<file path="src/rtl/sos_beacon_pkg.sv">
// Shared types and Morse constants for the SOS beacon.
// Holds the 9-element S-O-S symbol table and the mark/space lengths in Morse units.
// Helper functions map an element index to its mark length and its following space length.
package sos_beacon_pkg;

  typedef enum logic [1:0] {
    IDLE  = 2'd0,
    MARK  = 2'd1,
    SPACE = 2'd2
  } state_t;

  localparam int DOT_UNITS  = 1;
  localparam int DASH_UNITS = 3;
  localparam int SYM_GAP    = 1;
  localparam int LETTER_GAP = 3;
  localparam int WORD_GAP   = 7;
  localparam int N_ELEM     = 9;

  // Element index width (0..8) and unit-length width (lengths up to 7 units).
  localparam int IDX_W = 4;
  localparam int LEN_W = 3;

  // A set bit marks a dash; element 0 is the LSB.
  localparam logic [N_ELEM-1:0] SYM_MASK = 9'b000111000;

  localparam logic [IDX_W-1:0] LAST_IDX = IDX_W'(N_ELEM - 1);

  // Lit length of element idx, in units.
  function automatic logic [LEN_W-1:0] mark_units(input logic [IDX_W-1:0] i_idx);
    return SYM_MASK[i_idx] ? LEN_W'(DASH_UNITS) : LEN_W'(DOT_UNITS);
  endfunction

  // Dark length after element idx: word gap after the last element,
  // letter gap at the end of each of the first two letters, else symbol gap.
  function automatic logic [LEN_W-1:0] gap_units(input logic [IDX_W-1:0] i_idx);
    if (i_idx == LAST_IDX)
      return LEN_W'(WORD_GAP);
    else if (i_idx == IDX_W'(2) || i_idx == IDX_W'(5))
      return LEN_W'(LETTER_GAP);
    else
      return LEN_W'(SYM_GAP);
  endfunction

endpackage

</file>
<file path="src/rtl/sos_unit_timer.sv">
// Tick counter that measures one Morse mark or space of i_units * UNIT_TICKS ticks.
// o_expire is combinational: it is high on the tick that completes the interval.
// No backpressure; i_clear holds the count at zero and suppresses expiry.
module sos_unit_timer
  import sos_beacon_pkg::*;
#(
  parameter int UNIT_TICKS = 1,
  parameter int CNT_W      = 8
) (
  input  logic             CLOCK_50,
  input  logic             reset,
  input  logic             i_tick,
  input  logic             i_clear,
  input  logic [LEN_W-1:0] i_units,
  output logic             o_expire
);

  logic [CNT_W-1:0] r_cnt;
  logic [CNT_W-1:0] w_target;
  logic [CNT_W-1:0] w_cnt_inc;

  assign w_target  = CNT_W'(i_units) * CNT_W'(UNIT_TICKS);
  assign w_cnt_inc = r_cnt + CNT_W'(1);
  assign o_expire  = i_tick && !i_clear && (w_cnt_inc == w_target);

  // Count ticks; restart from zero when the interval completes so the next
  // element is timed from the cycle after the expiring tick.
  always_ff @(posedge CLOCK_50) begin
    if (reset || i_clear)
      r_cnt <= '0;
    else if (i_tick)
      r_cnt <= o_expire ? '0 : w_cnt_inc;
  end

endmodule

</file>
<file path="src/rtl/sos_beacon.sv">
// Flashes one "SOS" on LED per start request, timed by the upstream tick strobe.
// Outputs registered; LED/busy/done change one cycle after the deciding edge inputs.
// start is ignored while busy; SOS_BEACON_REPEAT_EN makes the message loop until reset.
module sos_beacon
  import sos_beacon_pkg::*;
#(
  parameter int UNIT_TICKS = 1,
  parameter int CNT_W      = 8
) (
  input  logic CLOCK_50,
  input  logic reset,
  input  logic tick,
  input  logic start,
  output logic LED,
  output logic busy,
  output logic done
);

  state_t           r_state;
  state_t           w_state_nxt;
  logic [IDX_W-1:0] r_idx;
  logic [IDX_W-1:0] w_idx_nxt;
  logic             r_led;
  logic             w_led_nxt;
  logic             r_busy;
  logic             w_busy_nxt;
  logic             r_done;
  logic             w_done_nxt;
  logic             w_clear;
  logic [LEN_W-1:0] w_units;
  logic             w_expire;

  sos_unit_timer #(
    .UNIT_TICKS(UNIT_TICKS),
    .CNT_W     (CNT_W)
  ) u_timer (
    .CLOCK_50(CLOCK_50),
    .reset   (reset),
    .i_tick  (tick),
    .i_clear (w_clear),
    .i_units (w_units),
    .o_expire(w_expire)
  );

  // State, element index and registered outputs.
  always_ff @(posedge CLOCK_50) begin
    if (reset) begin
      r_state <= IDLE;
      r_idx   <= '0;
      r_led   <= 1'b0;
      r_busy  <= 1'b0;
      r_done  <= 1'b0;
    end else begin
      r_state <= w_state_nxt;
      r_idx   <= w_idx_nxt;
      r_led   <= w_led_nxt;
      r_busy  <= w_busy_nxt;
      r_done  <= w_done_nxt;
    end
  end

  // Next state and output values; the timer is held clear in IDLE so a tick
  // coincident with the accepted start is not counted.
  always_comb begin
    w_state_nxt = r_state;
    w_idx_nxt   = r_idx;
    w_led_nxt   = r_led;
    w_busy_nxt  = r_busy;
    w_done_nxt  = 1'b0;
    w_clear     = 1'b0;
    w_units     = mark_units(r_idx);
    case (r_state)
      IDLE: begin
        w_clear    = 1'b1;
        w_led_nxt  = 1'b0;
        w_busy_nxt = 1'b0;
        if (start) begin
          w_state_nxt = MARK;
          w_idx_nxt   = '0;
          w_led_nxt   = 1'b1;
          w_busy_nxt  = 1'b1;
        end
      end
      MARK: begin
        w_units = mark_units(r_idx);
        if (w_expire) begin
          w_state_nxt = SPACE;
          w_led_nxt   = 1'b0;
        end
      end
      SPACE: begin
        w_units = gap_units(r_idx);
        if (w_expire) begin
          if (r_idx == LAST_IDX) begin
            w_done_nxt = 1'b1;
`ifdef SOS_BEACON_REPEAT_EN
            w_state_nxt = MARK;
            w_idx_nxt   = '0;
            w_led_nxt   = 1'b1;
            w_busy_nxt  = 1'b1;
`else
            w_state_nxt = IDLE;
            w_idx_nxt   = '0;
            w_led_nxt   = 1'b0;
            w_busy_nxt  = 1'b0;
`endif
          end else begin
            w_state_nxt = MARK;
            w_idx_nxt   = r_idx + IDX_W'(1);
            w_led_nxt   = 1'b1;
          end
        end
      end
      default: begin
        w_state_nxt = IDLE;
        w_idx_nxt   = '0;
        w_led_nxt   = 1'b0;
        w_busy_nxt  = 1'b0;
      end
    endcase
  end

  assign LED  = r_led;
  assign busy = r_busy;
  assign done = r_done;

endmodule

</file>
<file path="config.mk">
export PLATFORM = sky130hd
export DESIGN_NAME = sos_beacon
export DESIGN_NICKNAME = d
export VERILOG_FILES = /design/src/rtl/sos_beacon_pkg.sv /design/src/rtl/sos_unit_timer.sv /design/src/rtl/sos_beacon.sv
export SDC_FILE = /design/constraint.sdc
export NUM_CORES = 1
export LEC_CHECK = 0
export CAP_MARGIN = 20
export CORE_MARGIN = 2
export CORE_UTILIZATION = 40
export DETAILED_ROUTE_END_ITERATION = 10
export PLACE_DENSITY = 0.58
export SKIP_LAST_GASP = 1
export SYNTH_ARGS = -nofsm -noshare
export SYNTH_HDL_FRONTEND = slang
export SYNTH_SLANG_ARGS = --single-unit
</file>
<file path="constraint.sdc">
create_clock -name CLOCK_50 -period 3.1 [get_ports CLOCK_50]
set_input_delay 0.775 -clock CLOCK_50 [delete_from_list [all_inputs] [get_ports CLOCK_50]]
set_output_delay 0.775 -clock CLOCK_50 [all_outputs]
set_load 0.01 [all_outputs]
</file>
==> results of run 1 <==
==> per-layer routing <==
| metal | global-route usage | vias to the layer above | part of all wire | wire [um] |
|---|---|---|---|---|
| li1 | - | 492 | - | - |
| met4 | 0.0698 | 0 | 0.0071 | 16 |
| met1 | 0.217 | 433 | 0.52 | 1170 |
| met5 | 0 | - | 0 | 0 |
| met3 | 0.0272 | 2 | 0.023 | 51 |
| met2 | 0.248 | 14 | 0.45 | 1020 |
==> Yosys cell counts, types with 2 or more instances <==
library cell	n	area (sq um)
dfxtp_1	18	360
a21oi_1	10	50.1
nor2_1	10	37.5
nand2b_1	9	56.3
nand2_1	8	30.0
nand3_1	8	40.0
a31oi_1	5	31.3
ha_1	5	62.6
inv_1	5	18.8
nand3b_1	4	30.0
o21ai_0	4	20.0
buf_6	3	33.8
clkbuf_1	3	11.3
nor4_1	3	18.8
xnor2_1	3	26.3
xor2_1	3	26.3
mux2i_1	2	20.0
nand4_1	2	12.5
nand4b_1	2	17.5
nor3_2	2	20.0
o32ai_1	2	17.5
==> cell type report <==
type | count | area share
well taps | 31 | 0.0320
multi-input cells | 102 | 0.581
repair buffers | 7 | 0.0557
flip-flops and latches | 18 | 0.297
clock buffers | 3 | 0.0186
inverters | 5 | 0.0155
==> power breakdown <==
part	switching, mW	internal, mW	leakage (nW)
combinational	0.0323	0.0250	0.233
clock	0.0732	0.0452	0.0138
sequential	0.00425	0.236	0.146
total	0.110	0.306	0.393
==> metrics by stage <==
stage | std cells | hold WS [ns]
2_1_floorplan | 131 | 0.477
6_report | 166 | 0.495
3_5_place_dp | 163 | 0.478
5_1_grt | 166 | 0.540
3_3_place_gp | 163 | 0.463
4_1_cts | 166 | 0.499
==> how the worst max path moves through the flow <==
stage / end / slack (ns) / cells after the start
2_1_floorplan: flip-flop / 1.09 / 6
3_3_place_gp: flip-flop / 0.40 / 7
3_5_place_dp: flip-flop / 0.32 / 7
4_1_cts: r_idx[3] / 0.63 / 7
5_1_grt: flip-flop / 0.42 / 7
6_report: r_idx[3] / 0.63 / 7
==> kinds of logic (layout without fill, tap and decap cells) <==
kind of cell,after synthesis,after routing,synth area share
flip-flops,18,18,0.319
AO/OA/AOI/OAI,31,31,0.204
adder cells (fa/ha/maj),5,5,0.0554
AND/OR/NAND/NOR,58,58,0.301
XOR/XNOR,6,6,0.0465
buffers and inverters,11,15,0.0565
multiplexers,2,2,0.0177
==> sequential cells by signal, summed over array words and instances (netlist names), named ones only <==
signal         cells
r_state            2
busy               1
r_idx              4
LED                1
done               1
u_timer.r_cnt      8
==> critical path, delay by kind of cell <==
family / cells / cell delay, ns
simple gates: 3 / 0.79
compound gates: 3 / 0.66
buf+inv: 1 / 0.47
==> results.py, run 1 <==
metrics = {
    "layout": {
        "syn2layout_area_growth_pct": 7.42,
        "layout_common_cells": "dfxtp_1, nor2_1, a21oi_1, nand2b_1",
        "design_area_sq_um": 1210,
        "n_fill_cell": 291,
        "mostFrequentLayoutCell": "dfxtp_1",
        "drive_above_1_share": 0.0963,
        "multi_input_area_sq_um": 706,
        "diodes": 0,
        "seq_area_sq_um": 360,
        "fin_util": 0.448,
        "nets": 146,
    },
    "setup_path": {
        "reg2regPathDepth": 7,
        "r2r_start": "r_idx[0]",
        "max_stage_delay_ns": 0.49,
        "crit_path_max_fanout": 19,
        "startpoint": "tick",
        "startpoint_type": "input pin",
        "crit_type": "in2reg",
        "cp_slowest_cell": "nor4_1",
        "crit_chain": "clkdlybuf4s50_1 -> nor2b_1 -> nand3b_1 -> a21oi_1 -> o311ai_4 -> nor4_1 -> o21ba_1",
        "critPathRequiredTime_ns": 3.34,
        "crit_path_end_kind": "flip-flop",
        "r2r_slack_ns": 0.64,
        "cp_data_arrival_time_ns": 2.72,
    },
    "clocking": {
        "cts_tree": "built",
        "cts-root-buf": "clkbuf_4",
        "clk_pin_slew_worst_paths_ns": 0.10,
        "cts.sinks": 18,
        "post_cts_buffers": 0,
        "clock_path_buffers": 2,
        "numCtsBuffers": 3,
        "cts-resized-gates": 0,
        "cts_hold_buf": 0,
        "htreeDepth": 1,
        "clk_latency_ns": 0.29,
    },
    "die": {
        "die_h_um": 57.1,
        "die_w_um": 57.1,
        "coreArea_sq_um": 2710,
        "dieArea_sq_um": 3270,
        "start_util": 0.417,
        "pin_count": 7,
        "core.rowCount": 19,
    },
    "grt": {
        "grt-ovfl-total": 0,
        "grt_max_degree": 20,
        "antenna_found_initial": 0,
        "grt_pass1_wl_um": 4130,
        "grt_pass1_vias": 910,
        "grtUsageTotal": 0.159,
    },
    "yosys": {
        "synth_seq_cells": 18,
        "synth_cell_types": 41,
        "synth-edff-count": 0,
        "syn_area_sq_um": 1130,
        "syn_inst": 131,
        "async_reset_ff_frac": 0,
        "ys.warnings.count": 0,
        "seq_area_frac_synth": 0.319,
        "synth_ff_type": "dfxtp_1",
        "syn_nets": 140,
        "syn_avg_cell_area_sq_um": 8.62,
    },
    "outcome": {
        "status": "complete, no violations",
    },
    "timing": {
        "worst_pin_slew_ns": 0.808,
        "fmax_mhz": 404,
        "hold_viol_final": 0,
        "period_share": 0.798,
        "setup_tns_ns": 0,
        "fin_crit_ns": 2.47,
        "drv_slew": 0,
        "setup_violations": 0,
        "fin_ws_ns": 0.626,
        "max-slew-margin-rel": 0.460,
        "rsz0062_at_grt": "no",
        "skew_ns": 0.00184,
    },
    "route": {
        "wire_per_inst_um": 13.6,
        "drt_wl_total_um": 2260,
        "drc": 0,
        "ant_nets": 0,
        "first_pass_iters": 4,
        "vias": 941,
        "routed_via_density": 5.67,
        "drtIter0Drc": 41,
    },
    "placed_design": {
        "pre_cts_ws_ns": 0.320,
        "dp_hpwl_um": 1610,
        "place_area_sq_um": 1190,
        "gp_congestion": 0.792,
        "io_buffers": 6,
    },
    "worst_hold_path": {
        "hold_depth": 2,
        "hold_class": "reg2reg",
        "hold_start": "busy",
        "whs_endpoint": "busy",
    },
    "pwr": {
        "fin_total_pwr_mw": 0.416,
        "vdd_drop_max_mv": 0.230,
        "p_per_area_nw_per_um2": 343,
        "p_leak_nw": 0.393,
    },
    "job": {
        "max_cap_violations": 0,
    },
}
(Power assumes the default switching activity.)
==> inputs of run 2 (changes only) <==
==> constraint.sdc (replaced) <==
create_clock -name CLOCK_50 -period 2.5 [get_ports CLOCK_50]
set_input_delay 0.625 -clock CLOCK_50 [delete_from_list [all_inputs] [get_ports CLOCK_50]]
set_output_delay 0.625 -clock CLOCK_50 [all_outputs]
set_load 0.01 [all_outputs]
==> run 2 against run 1 <==
Net effect: critical path depth rose by 2; cell count rose by 2.4%; clock skew rose by 0.0014 ns; sequential cell count did not move; final area rose by 3.0%; via count rose by 2.9%; first-iteration DRC count rose by 4.9%; clock-buffer cell count rose by 1; utilization rose by 1.3 points.
==> results.py, run 2 (synthesis gave the netlist of run 1 again) <==
metrics = {
    "route": {
        "routed_via_density": 5.69,
        "first_pass_iters": 4,
        "drt_wl_total_um": 2220,
        "ant_nets": 0,
        "drtIter0Drc": 43,
        "vias": 968,
        "wire_per_inst_um": 13.1,
        "drc": 0,
    },
    "grt": {
        "met1_usage": 0.222,
        "grt.busiest_layer": "met1",
        "gr-usage-met2": 0.220,
        "antenna_found_initial": 0,
        "grtUsageTotal": 0.153,
        "grt_pass1_vias": 873,
        "grt_pass1_wl_um": 3920,
        "grt-ovfl-total": 0,
        "grt_max_degree": 14,
        "grtUsageMet3": 0.0295,
    },
    "placed_design": {
        "dp_hpwl_um": 1630,
        "dp_cells": 166,
        "io_buffers": 6,
        "place_area_sq_um": 1210,
        "gp_congestion": 0.816,
    },
    "setup_path": {
        "reg2regPathDepth": 9,
        "crit_type": "reg2reg",
        "r2r_slack_ns": 0.26,
        "r2r_start": "r_idx[0]",
        "critPathRequiredTime_ns": 2.71,
        "crit_path_max_fanout": 9,
        "cp_data_arrival_time_ns": 2.46,
        "startpoint_type": "flip-flop",
        "cp_slowest_cell": "o311ai_4",
        "r2r_end": "r_idx[1]",
        "crit_path_end_kind": "flip-flop",
        "crit_chain": "inv_1 -> ha_1 -> and3b_1 -> o21ai_0 -> o211a_1 -> o311ai_4 -> buf_4 -> a21oi_1 -> o32ai_1",
        "max_stage_delay_ns": 0.42,
    },
    "clocking": {
        "clock_path_buffers": 2,
        "cts_hold_buf": 0,
        "clk_pin_slew_worst_paths_ns": 0.11,
        "numCtsBuffers": 3,
        "clk_latency_ns": 0.30,
        "cts_tree": "built",
        "cts-root-buf": "clkbuf_4",
        "post_cts_buffers": 0,
        "htreeDepth": 1,
        "cts-resized-gates": 0,
        "cts.sinks": 18,
    },
    "die": {
        "start_util": 0.417,
        "die_w_um": 57.1,
        "die_h_um": 57.1,
        "core.rowCount": 19,
        "dieArea_sq_um": 3270,
        "coreArea_sq_um": 2710,
        "pin_count": 7,
    },
    "layout": {
        "syn2layout_area_growth_pct": 10.6,
        "fin_cells": 170,
        "mostFrequentLayoutCell": "dfxtp_1",
        "drive_above_1_share": 0.122,
        "nets": 149,
        "multi_input_area_sq_um": 706,
        "diodes": 0,
        "largest_register_ffs": 8,
        "largestRegisters": "u_timer.r_cnt x8, r_idx x4, r_state x2",
        "regMostFlops": "u_timer.r_cnt",
        "fin_util": 0.461,
        "layout_common_cells": "dfxtp_1, nor2_1, a21oi_1, nand2b_1",
        "seq_area_sq_um": 360,
        "n_fill_cell": 287,
        "design_area_sq_um": 1250,
    },
    "worst_hold_path": {
        "hold_start": "busy",
        "hold_depth": 2,
        "whs_endpoint": "busy",
        "hold_class": "reg2reg",
    },
    "pwr": {
        "p_per_area_nw_per_um2": 448,
        "p_leak_nw": 0.413,
        "vdd_drop_max_mv": 0.231,
    },
    "timing": {
        "hold_viol_final": 0,
        "skew_ns": 0.00327,
        "max-slew-margin-rel": 0.673,
        "drv_slew": 0,
        "period_share": 0.898,
        "fin_crit_ns": 2.24,
        "whs_ns": 0.483,
        "rsz0062_at_grt": "no",
        "setup_tns_ns": 0,
        "worst_pin_slew_ns": 0.490,
        "fmax_mhz": 446,
        "setup_violations": 0,
    },
    "outcome": {
        "status": "complete, no violations",
    },
    "job": {
        "max_cap_violations": 0,
    },
}
run 2: stage by stage:
step | total power, mW | setup slack, ns
finish | 0.560 | 0.256
global placement | 0.379 | 0.0731
global route | 0.592 | 0.0777
floorplan | 0.354 | 0.548
detailed placement | 0.380 | -0.0116
CTS | 0.567 | 0.247
run 2: where the power goes:
part | switching (mW) | total [mW] | internal, mW | leakage [nW]
Combinational | 0.0414 | 0.0763 | 0.0349 | 0.247
Sequential | 0.00485 | 0.298 | 0.293 | 0.146
Clock | 0.0974 | 0.186 | 0.0888 | 0.0210
Total | 0.144 | 0.560 | 0.417 | 0.413
run 2: critical path, delay by kind of cell, from the launching register on:
kind / cells / cell delay, ns
AO/OA/AOI/OAI: 5 / 0.99
buffers and inverters: 2 / 0.38
AND/OR/NAND/NOR: 1 / 0.21
flip-flops: 1 / 0.37
adder cells (fa/ha/maj): 1 / 0.20
run 2: routing by layer:
metal,up-vias,wire length (um),part of all wire
met5,-,0,0
met4,0,16,0.0072
met3,2,66,0.030
met2,14,987,0.44
met1,459,1150,0.52
li1,493,-,-
run 2: how the worst max path moves through the flow:
stage                     end  slack, ns  depth (start not counted)     start
floorplan           flip-flop       0.55                          8  r_idx[0]
global placement    flip-flop       0.07                          7      tick
detailed placement  flip-flop      -0.01                          7      tick
CTS                  r_idx[0]       0.25                          9  r_idx[0]
global route         r_idx[3]       0.08                          7      tick
finish               r_idx[1]       0.26                          9  r_idx[0]
run 2: cell type report:
type / instances / share of cell area
Inverter: 5 / 0.0150
Tap cell: 31 / 0.0310
Timing Repair Buffer: 10 / 0.0721
Multi-Input combinational cell: 102 / 0.565
Sequential cell: 18 / 0.288
Clock buffer: 4 / 0.0290
